[config.mk]
export PLATFORM = sky130hd
export DESIGN_NAME = s_mod_reduce
export DESIGN_NICKNAME = d
export VERILOG_FILES = /design/src/rtl/s_mod_reduce.sv
export SDC_FILE = /design/constraint.sdc
export NUM_CORES = 1
export LEC_CHECK = 0
export ABC_AREA = 1
export BUFFER_PORTS_ARGS = -buffer_cell sky130_fd_sc_hd__buf_2
export CORE_MARGIN = 2
export CORE_UTILIZATION = 54
export CTS_CLUSTER_DIAMETER = 60
export DETAILED_ROUTE_END_ITERATION = 12
export PLACE_DENSITY_LB_ADDON = 0.3
export SLEW_MARGIN = 15
export SYNTH_ARGS = -nofsm -noshare
export SYNTH_HDL_FRONTEND = slang
export SYNTH_SLANG_ARGS = --single-unit
[constraint.sdc]
create_clock -name clk -period 2.31 [get_ports clk]
set_input_delay 0.231 -clock clk [delete_from_list [all_inputs] [get_ports clk]]
set_output_delay 0.231 -clock clk [all_outputs]
set_load 0.03 [all_outputs]
[src/rtl/s_mod_reduce.sv]
// rtl/s_mod_reduce.sv - restoring shift-subtract reducer R = {Hreg,Lreg} mod N, one product bit per clock
// Optional quotient output Q is built when SMOD_QUOTIENT_EN is defined.
module s_mod_reduce #(
    parameter int BIT = 8
) (
    input  logic           clk,
    input  logic           rst_n,
    input  logic           start,
    input  logic [BIT:0]   Hreg,
    input  logic [BIT-1:0] Lreg,
    input  logic [BIT-1:0] N,
    output logic           busy,
    output logic           done,
    output logic           err,
    output logic [BIT-1:0] R
`ifdef SMOD_QUOTIENT_EN
    ,
    output logic [2*BIT:0] Q
`endif
);

    localparam int PW = 2 * BIT + 1;
    localparam int CW = $clog2(PW + 1);

    typedef enum logic [1:0] {IDLE, RUN, FIN} state_t;

    state_t         state_q, state_d;
    logic [PW-1:0]  p_q, p_d;
    logic [BIT-1:0] n_q, n_d;
    logic [BIT-1:0] rem_q, rem_d;
    logic [CW-1:0]  cnt_q, cnt_d;
    logic [BIT-1:0] r_q, r_d;
    logic           err_q, err_d;
`ifdef SMOD_QUOTIENT_EN
    logic [PW-1:0]  quo_q, quo_d;
`endif

    // rem < N holds after every step, so the stored remainder needs only BIT bits;
    // the shifted trial value t carries the extra bit.
    logic [BIT:0]   t;
    logic           ge;
    logic [BIT-1:0] diff;
    logic           n_zero;

    assign t      = {rem_q, p_q[PW-1]};
    assign ge     = (t >= {1'b0, n_q});
    assign diff   = t[BIT-1:0] - n_q;
    assign n_zero = (n_q == '0);

    always_comb begin
        state_d = state_q;
        p_d     = p_q;
        n_d     = n_q;
        rem_d   = rem_q;
        cnt_d   = cnt_q;
        r_d     = r_q;
        err_d   = err_q;
`ifdef SMOD_QUOTIENT_EN
        quo_d   = quo_q;
`endif
        case (state_q)
            IDLE: begin
                if (start) begin
                    p_d     = {Hreg, Lreg};
                    n_d     = N;
                    rem_d   = '0;
                    r_d     = '0;
                    err_d   = 1'b0;
`ifdef SMOD_QUOTIENT_EN
                    quo_d   = '0;
`endif
                    // A zero modulus spends one idle busy cycle so done timing stays uniform.
                    cnt_d   = (N == '0) ? CW'(1) : CW'(PW);
                    state_d = RUN;
                end
            end
            RUN: begin
                cnt_d = cnt_q - CW'(1);
                if (!n_zero) begin
                    rem_d = ge ? diff : t[BIT-1:0];
                    p_d   = {p_q[PW-2:0], 1'b0};
`ifdef SMOD_QUOTIENT_EN
                    quo_d = {quo_q[PW-2:0], ge};
`endif
                end
                if (cnt_q == CW'(1)) begin
                    err_d   = n_zero;
                    r_d     = n_zero ? '0 : (ge ? diff : t[BIT-1:0]);
                    state_d = FIN;
                end
            end
            FIN: begin
                state_d = IDLE;
            end
            default: begin
                state_d = IDLE;
            end
        endcase
    end

    always_ff @(posedge clk or negedge rst_n) begin
        if (!rst_n) begin
            state_q <= IDLE;
            p_q     <= '0;
            n_q     <= '0;
            rem_q   <= '0;
            cnt_q   <= '0;
            r_q     <= '0;
            err_q   <= 1'b0;
`ifdef SMOD_QUOTIENT_EN
            quo_q   <= '0;
`endif
        end else begin
            state_q <= state_d;
            p_q     <= p_d;
            n_q     <= n_d;
            rem_q   <= rem_d;
            cnt_q   <= cnt_d;
            r_q     <= r_d;
            err_q   <= err_d;
`ifdef SMOD_QUOTIENT_EN
            quo_q   <= quo_d;
`endif
        end
    end

    assign busy = (state_q == RUN);
    assign done = (state_q == FIN);
    assign R    = r_q;
    assign err  = err_q;
`ifdef SMOD_QUOTIENT_EN
    assign Q    = quo_q;
`endif

endmodule

### Yosys cells after proc, flatten, opt, wreduce, memory -nomap -nowiden

Index checks and enable logic that the tools add are counted.

| operators by class | value |
|---|---|
| add/subtract/negate cells | 2 |
| multiply operators | 0 |
| div/mod/pow operators | 0 |
| order comparisons | 1 |
| eq/ne operators | 6 |
| shifts and indexed selects | 0 |
| muxes and demuxes | 19 |
| bitwise logic cells | 0 |
| reduce and logical (&&, ||, !) cells | 9 |

Operators with widths:

| kind | count |
|---|---|
| 8-bit 2-to-1 mux | 5 |
| 17-bit 2-to-1 mux | 2 |
| 17-bit case mux with 2 select lines | 1 |
| 8-bit case mux with 2 select lines | 2 |
| 8-bit logical NOT | 2 |
| 5-bit 2-to-1 mux | 2 |
| 5-bit case mux with 2 select lines | 1 |
| 9-bit by 8-bit >= comparator with 1-bit output | 1 |
| 8-bit subtractor | 1 |
| 2-bit AND reduction | 3 |
| 3-bit AND reduction | 2 |
| 5-bit by 1-bit == test with 1-bit output (second input constant) | 1 |
| 5-bit by 1-bit subtractor with 5-bit output (second input constant) | 1 |
| 2-bit 2-to-1 mux | 2 |
| 2-bit != test (second input constant) | 2 |
| 2-bit case mux with 2 select lines | 1 |
| 2-bit by 1-bit == test with 1-bit output (second input constant) | 1 |
| 2-bit == test (second input constant) | 1 |
| 2-bit logical NOT | 1 |
| 1-bit 2-to-1 mux | 2 |
| 2-bit by 1-bit != test with 1-bit output (second input constant) | 1 |
| 1-bit case mux with 2 select lines | 1 |
| 2-bit nonzero test | 1 |

| word-level totals | value |
|---|---|
| flip-flop bits (word level) | 49 |
| bits in latches | 0 |
| bits in writable memories | 0 |
| memory bits (read-only) | 0 |
| bits of input ports | 28 |
| output and inout port bits | 11 |
| logic and storage cells | 44 |
| memories kept | 0 |

### Longest topological paths before layout

Gate-level depths: netlist of run 1.

| depth | value |
|---|---|
| word-level depth | 5 |
| depth in mapped cells | 13 |

### Least setup slack after synthesis of run 1

Ideal clock, no wire load.

| timing | value |
|---|---|
| path kind | register to register |
| start | register p_q[16] |
| end | register r_q[4] (netlist: R[4]) |
| setup time | 0.118 ns |
| arrival time | 1.539 ns |
| data required time | 2.192 ns |
| setup slack | 0.653 ns |
| stages on the path, launching flop included | 12 |
| clock period less this slack | 1.657 ns |
| cell sequence | dfrtp_1 > inv_1 > ha_1 > inv_1 > fa_1 > nand2_1 > nand3_1 > nand2_1 > xor2_1 > nand2_1 > nand4_1 > nand2_1 |

| on the way | value |
|---|---|
| word-level cells in the longest chain between the ends | 5 |

RTL lines:

| item | line | text |
|---|---|---|
| start, declared | 28 | `logic [PW-1:0] p_q, p_d;` |
| start signal, assigned | 115 | `p_q <= p_d;` |
| 8-bit subtractor or 9-bit by 8-bit >= comparator with 1-bit output (tied branches) | 47, 46 |  |
| 8-bit 2-to-1 mux * (2 in a row) | 88 | `r_d = n_zero ? '0 : (ge ? diff : t[BIT-1:0]);` |
| 8-bit 2-to-1 mux * | 86 | `if (cnt_q == CW'(1)) begin` |
| 8-bit case mux with 2 select lines * | 61 | `case (state_q)` |
| end signal, assigned | 119 | `r_q <= r_d;` |
| end, declared | 32 | `logic [BIT-1:0] r_q, r_d;` |

Mark *: on every way between the ends. The rest lies on a longest branch, timed or not. The select of a mux whose other input is x is not followed.
A chain may end at the register's enable or synchronous reset.

### Worst setup path in the final report of run 1

| timing | value |
|---|---|
| start | register p_q[16] |
| end | register rem_q[4] |

| on the way | value |
|---|---|
| word-level cells in the longest chain between the ends | 4 |

RTL lines:

| item | line | text |
|---|---|---|
| 8-bit subtractor or 9-bit by 8-bit >= comparator with 1-bit output (tied branches) | 47, 46 |  |
| 8-bit 2-to-1 mux * | 80 | `rem_d = ge ? diff : t[BIT-1:0];` |
| 8-bit 2-to-1 mux * | 79 | `if (!n_zero) begin` |
| 8-bit case mux with 2 select lines * | 61 |  |
| end signal, assigned | 117 | `rem_q <= rem_d;` |
| end, declared | 30 | `logic [BIT-1:0] rem_q, rem_d;` |

Marked as above.

==> impl_metrics.toml, run 1 <==
[worst_setup_path]
cp_slowest_cell = "fa_1"
crit_arrival_ns = 2.14
slowest_delay_ns = 0.41
crit_chain = "inv_1 -> ha_1 -> inv_1 -> fa_1 -> nand2_1 -> nand3_1 -> nand2_1 -> xor2_1 -> nand2_1 -> nand4_1 -> nand2_1"
endpoint_kind = "register"
worstSetupStartpointType = "register"
critPathKind = "register to register"
crit_required_ns = 2.50
path_buf_inv = 2
crit_top_cell = "nand2_1"
worst-path-max-fanout = 3
cpLargestDelayFamily = "adder cells"

[drt]
wl_per_cell_um = 13.0
num_vias = 2383
vias_per_cell = 5.20
drt-total-wl_um = 5980
dr.pass1.iters = 4
drtIter0Drc = 255
detail-route-antenna-nets = 0
drcViolationCount = 0

[yosys]
synth.distinct_cells = 32
synth_area_um2 = 2960
syn-num-nets = 391
synthAdderAreaFrac = 0.0490
synth-compound-area-share = 0.163
avgSynthCellArea_um2 = 8.41
synth-seq-cells = 49
synth.area.mux_share = 0
synthXorXnorAreaFrac = 0.00887
ys_seq_area_frac = 0.414
yosys.area_share.simple = 0.250
ys_top_cells_by_area = "dfrtp_1, nand2_1, inv_1"
yosys.area.top_type = "dfrtp_1"
yosysWarnings = 0
synthCells = 352
synth_top_family_by_area = "simple AND/OR/NAND/NOR gates"
synth_top_area_frac = 0.414

[power_and_ir_drop]
power.total_mw = 4.75
powerDensity_nw_per_um2 = 1460
ir_drop_uv = 946
leakage_nw = 1.76

[floorplanning]
core-area_um2 = 5200
fp.dieW_um = 78.1
die_h_um = 78.1
num_rows = 26
start_util = 0.569
die_area_um2 = 6090
io_pins = 39

[global_routing]
track_usage = 0.214
grt_max_degree = 42
antenna_found_initial = 0
grt_pass1_wl_um = 10400
grt-ovfl-total = 0
first_global_vias = 2291

[outcome]
run_status = "completed"

[finish]
fillers = 477
nNetsFinal = 428
drive_above_1_share = 0.247
insertedDiodeCount = 0
syn2layout_area_growth_pct = 9.89

[timing]
fin_skew_ns = 0.00596
slew_headroom = 0.572
drv_slew = 0
setup_viol = 0
finalSetupTns_ns = 0
layout_min_cycle_time_ns = 1.95
rsz0062_at_grt = "no"
max_freq_ghz = 0.513
fin_crit_sh = 0.844
hold_viol = 0
worst_pin_slew_ns = 0.642

[place]
gp_congestion = 0.941
dp_hpwl_um = 4550
portBuffers = 38

[clock_network]
cts-htree-levels = 2
cts-root-buf = "clkbuf_8"
clk_pin_slew_ns = 0.08
cts_sinks = 49
cts-buffers-inserted = 5
tritoncts = "yes"
cts_max_path_buffers = 2
insertion_delay_ns = 0.30
cts_setup_buffers = 0

[worst_hold_path]
hold_path_class = "primary input to register"

[run]
maxCapViolCount = 0
[layer usage]
layer  routed length [um]  track usage  part of all wire
met5                    0            0                 0
met4                  125       0.0702             0.021
met3                  206       0.0345             0.034
met2                 2880        0.352              0.48
met1                 2760        0.292              0.46
[kinds of logic (layout without fill, tap and decap cells)]
| family | Yosys count | in the layout |
|---|---|---|
| compound gates | 56 | 56 |
| xor+xnor | 3 | 3 |
| fa+ha+maj | 11 | 11 |
| buf+inv | 76 | 112 |
| flops | 49 | 49 |
| simple gates | 157 | 157 |
[state kept, by name, indices dropped and copies added (netlist names)]
signal and count:
p_q 17, R 8, n_q 8, rem_q 8, cnt_q 5, state_q 2, err 1
[cell type report]
class / count / area [um^2] / share of cell area
clock buffers: 5 / 68.8 / 0.0211
well taps: 70 / 87.6 / 0.0269
flip-flops and latches: 49 / 1230 / 0.377
clock inverters: 1 / 5.00 / 0.00154
multi-input cells: 227 / 1400 / 0.429
inverters: 62 / 233 / 0.0715
repair buffers: 44 / 238 / 0.0730
[per-stage QoR]
| stage | hold slack [ns] | instance area (um^2) | utilization | setup WS [ns] | cells |
|---|---|---|---|---|---|
| detailed placement | 0.301 | 3170 | 0.609 | 0.369 | 451 |
| finish | 0.147 | 3250 | 0.625 | 0.359 | 458 |
| CTS | 0.143 | 3250 | 0.625 | 0.344 | 458 |
| global route | 0.162 | 3250 | 0.625 | 0.197 | 458 |
| global placement | 0.308 | 3170 | 0.609 | 0.376 | 451 |
| floorplan | -0.0646 | 2960 | - | 0.653 | 352 |
[cells in the final DEF, fill, tap and decap left out, types with 2 or more instances in the layout]
| cell | netlist | routed |
|---|---|---|
| nor3_1 | 2 | 2 |
| buf_4 | 2 | 5 |
| o21ai_2 | 17 | 17 |
| o21ai_0 | 11 | 11 |
| nand2_4 | 4 | 4 |
| a21oi_1 | 6 | 6 |
| o211ai_2 | 15 | 15 |
| nand3_1 | 27 | 27 |
| clkbuf_8 | 0 | 5 |
| nand2_2 | 2 | 2 |
| nand4_1 | 19 | 19 |
| nor2_2 | 2 | 2 |
| nand2_1 | 89 | 89 |
| nor2_1 | 8 | 8 |
| xor2_1 | 2 | 2 |
| ha_1 | 10 | 10 |
| inv_1 | 59 | 59 |
| dfrtp_1 | 49 | 49 |
| o211ai_1 | 2 | 2 |
| inv_2 | 3 | 3 |
| buf_2 | 7 | 38 |
[power breakdown]
part           total (mW)  internal, mW  switching (mW)
clock               0.462         0.200           0.263
combinational        2.91         0.970            1.94
sequential           1.38          1.21           0.171
[path summary, 6_finish.rpt]
check	from	to	slack [ns]	cells past startpoint
max reg2reg	p_q[16]	rem_q[4]	0.36	11
max in group asynchronous	rst_n	p_q[1]	1.21	3
min in group asynchronous	rst_n	rem_q[7]	0.48	2
min	Lreg[0]	p_q[0]	0.15	3
min reg2reg	R[7]	R[7]	0.48	2
max	p_q[16]	rem_q[4]	0.36	11
[Yosys cell counts (all sizes together)]
library cell and n:
fa 1, dfrtp 49, buf 14, a211oi 1, nand4 19, o21a 1
nand2 95, o211ai 17, nand3b 1, nor3 2, nor2 11, inv 62
xnor2 1, a21oi 8, nand3 28, xor2 2, ha 10, o21ai 28
o31ai 1, or2 1
[worst register-to-register path: stages (launching register included)]
cell and delay (ns):
dfrtp_1 0.37, inv_1 0.14, ha_1 0.17, inv_1 0.07
fa_1 0.41, nand2_1 0.08, nand3_1 0.08, nand2_1 0.09
xor2_1 0.18, nand2_1 0.10, nand4_1 0.07, nand2_1 0.07
[timing repair]
action	in CTS	in global routing
endpoints found under the hold margin	26	0
resized for setup	0	0
hold buffers	1	0
Note: power is estimated with default switching activity, not from simulation.
==> run 2: changes to the inputs <==
- ABC_AREA: 1 -> 0
- CORE_UTILIZATION: 54 -> 52
- clock period: 2.31 -> 1.69 ns (I/O delays scaled with it)
==> impl_metrics.toml, run 2 <==
[drt]
drt-total-wl_um = 8110
drcViolationCount = 0
vias_per_cell = 5.88
dr.pass1.iters = 5
detail-route-antenna-nets = 0
wl_per_cell_um = 16.9
num_vias = 2827
drtIter0Drc = 190

[worst_setup_path]
slowest_delay_ns = 0.40
crit_arrival_ns = 2.35
cpLargestDelayFamily = "compound AO/OA/AOI/OAI gates"
crit_chain = "inv_2 -> ha_4 -> inv_2 -> fa_2 -> a211o_1 -> a2111oi_4 -> a41oi_1 -> a22o_1 -> o211ai_1"
endpoint_kind = "register"
cp_slowest_cell = "dfrtp_1"
worst_r2r_startpoint = "p_q[16]"
path_buf_inv = 2
cp-startpoint = "p_q[16]"
worst-path-max-fanout = 3
critPathKind = "register to register"
crit_required_ns = 1.92
crit_top_cell = "inv_2"
worstSetupStartpointType = "register"

[global_routing]
track_usage = 0.268
gr-usage-met1 = 0.349
top_usage_layer = "met2"
use_met2 = 0.466
grt-ovfl-total = 0
grt_pass1_wl_um = 12800
gr-usage-met3 = 0.0306
first_global_vias = 2716
grt_max_degree = 50
antenna_found_initial = 0

[timing]
fin_crit_sh = 1.25
rsz0062_at_grt = "yes"
slew_headroom = 0.721
hold_viol = 0
setup_slack_ns = -0.426
fin_skew_ns = 0.00876
layout_min_cycle_time_ns = 2.12
drv_slew = 0
worst_pin_slew_ns = 0.417
finalSetupTns_ns = -5.05
setup_viol = 17
holdWs_ns = 0.0788
max_freq_ghz = 0.473

[yosys]
ys_top_cells_by_area = "dfrtp_1, nand2_1, ha_1"
synth_ff_type = "dfrtp_1"
ys_seq_area_frac = 0.439
synth_common_cells = "nand2_1, dfrtp_1, nor2_1"
synth-seq-cells = 49
synth_edf_count = 0
yosys.area.top_type = "dfrtp_1"
synthCells = 305
synth_area_um2 = 2790
yosysWarnings = 0
synth.distinct_cells = 63
synth_most_common_cell = "nand2_1"
synth_top_area_frac = 0.439
async_flop_share = 1.00
avgSynthCellArea_um2 = 9.15
syn-num-nets = 344

[finish]
fillers = 372
multi_input_area_um2 = 1650
largest_reg_flops = 17
regMostFlops = "p_q"
ff_latch_area_um2 = 1230
instances_no_fill = 481
drive_above_1_share = 0.414
final_common_cell = "buf_4"
insertedDiodeCount = 0
nNetsFinal = 449
final_cell_mix = "buf_4, nand2_1, dfrtp_1"
stdcell_area_um2 = 3950
syn2layout_area_growth_pct = 41.6
finish.utilization = 0.769

[floorplanning]
fp.dieW_um = 77.3
die_area_um2 = 5970
core-area_um2 = 5140
io_pins = 39
num_rows = 26
start_util = 0.543
die_h_um = 77.3

[worst_hold_path]
hold_path_class = "primary input to register"
hp-start = "N[0]"

[place]
dp_hpwl_um = 5370
placed_cell_area_um2 = 3600
gp_congestion = 0.905
dp.cells = 464
portBuffers = 38
dp_slack_ns = -0.457

[run]
maxCapViolCount = 0

[clock_network]
cts-htree-levels = 2
clk_pin_slew_ns = 0.10
insertion_delay_ns = 0.31
cts_max_path_buffers = 2
cts-buffers-inserted = 5
cts_sinks = 49
tritoncts = "yes"
cts-root-buf = "clkbuf_8"

[power_and_ir_drop]
power.total_mw = 9.43
powerDensity_nw_per_um2 = 2390
leakage_nw = 1.85
ir_drop_uv = 1580

[outcome]
failed_checks = "setup timing"
run_status = "finished with violations"
run 2: changes by cell type after synthesis, moves of 5 or more:
| cell | before | now |
|---|---|---|
| nand4_1 | 19 | 3 |
| inv_1 | 59 | 14 |
| o21ai_2 | 17 | 0 |
| and3_1 | 0 | 5 |
| o21ai_0 | 11 | 16 |
| nand2_1 | 89 | 63 |
| clkbuf_1 | 0 | 5 |
| a31oi_1 | 0 | 18 |
| nand3_1 | 27 | 7 |
| nor2_1 | 8 | 21 |
| o211ai_2 | 15 | 0 |
run 2: worst min-delay path: stages:
cell,delay (ns)
buf_2,0.08
nand2_1,0.05
nand2_1,0.05
run 2: area by class of cell:
class                           instances  area share
Clock buffer                            5      0.0174
Multi-Input combinational cell        227       0.417
Clock inverter                          3      0.0117
Tap cell                               70      0.0222
Sequential cell                        49       0.311
Timing Repair Buffer                  112       0.207
Inverter                               15      0.0142
run 2: cell families after synthesis:
kind of cell	after synthesis	synth area share
AO/OA/AOI/OAI	84	0.219
XOR/XNOR	3	0.00941
adder cells (fa/ha/maj)	11	0.0520
buffers and inverters	29	0.0466
flip-flops	49	0.439
AND/OR/NAND/NOR	129	0.234
run 2: worst paths after layout:
check                                end  slack (ns)  cells after the start
worst min register to register      R[4]        0.48                      2
worst max-delay path                R[6]       -0.43                      9
worst max register to register      R[6]       -0.43                      9
min in group asynchronous       cnt_q[0]        0.37                      3
worst min-delay path              n_q[0]        0.08                      3
max in group asynchronous       rem_q[0]        1.08                      3
run 2: power by group:
part | total [mW] | switching, mW | leakage (nW) | internal [mW]
Sequential | 2.13 | 0.409 | 0.607 | 1.72
Clock | 0.871 | 0.427 | 0.0543 | 0.444
Combinational | 6.43 | 3.36 | 1.19 | 3.07
Total | 9.43 | 4.20 | 1.85 | 5.23
run 2: routing by layer:
layer | share of wire | vias up
met3 | 0.053 | 22
met5 | 0 | -
li1 | - | 1317
met1 | 0.42 | 1377
met4 | 0.022 | 0
met2 | 0.51 | 111
run 2: what timing repair did:
action                                  in CTS  in global routing
endpoints found under the hold margin       49                  0
hold buffers                                 1                  0
buffers inserted                             3                  6
pin swaps                                    9                 12
resized for setup                           21                 20
endpoints found under the setup margin      33                 33
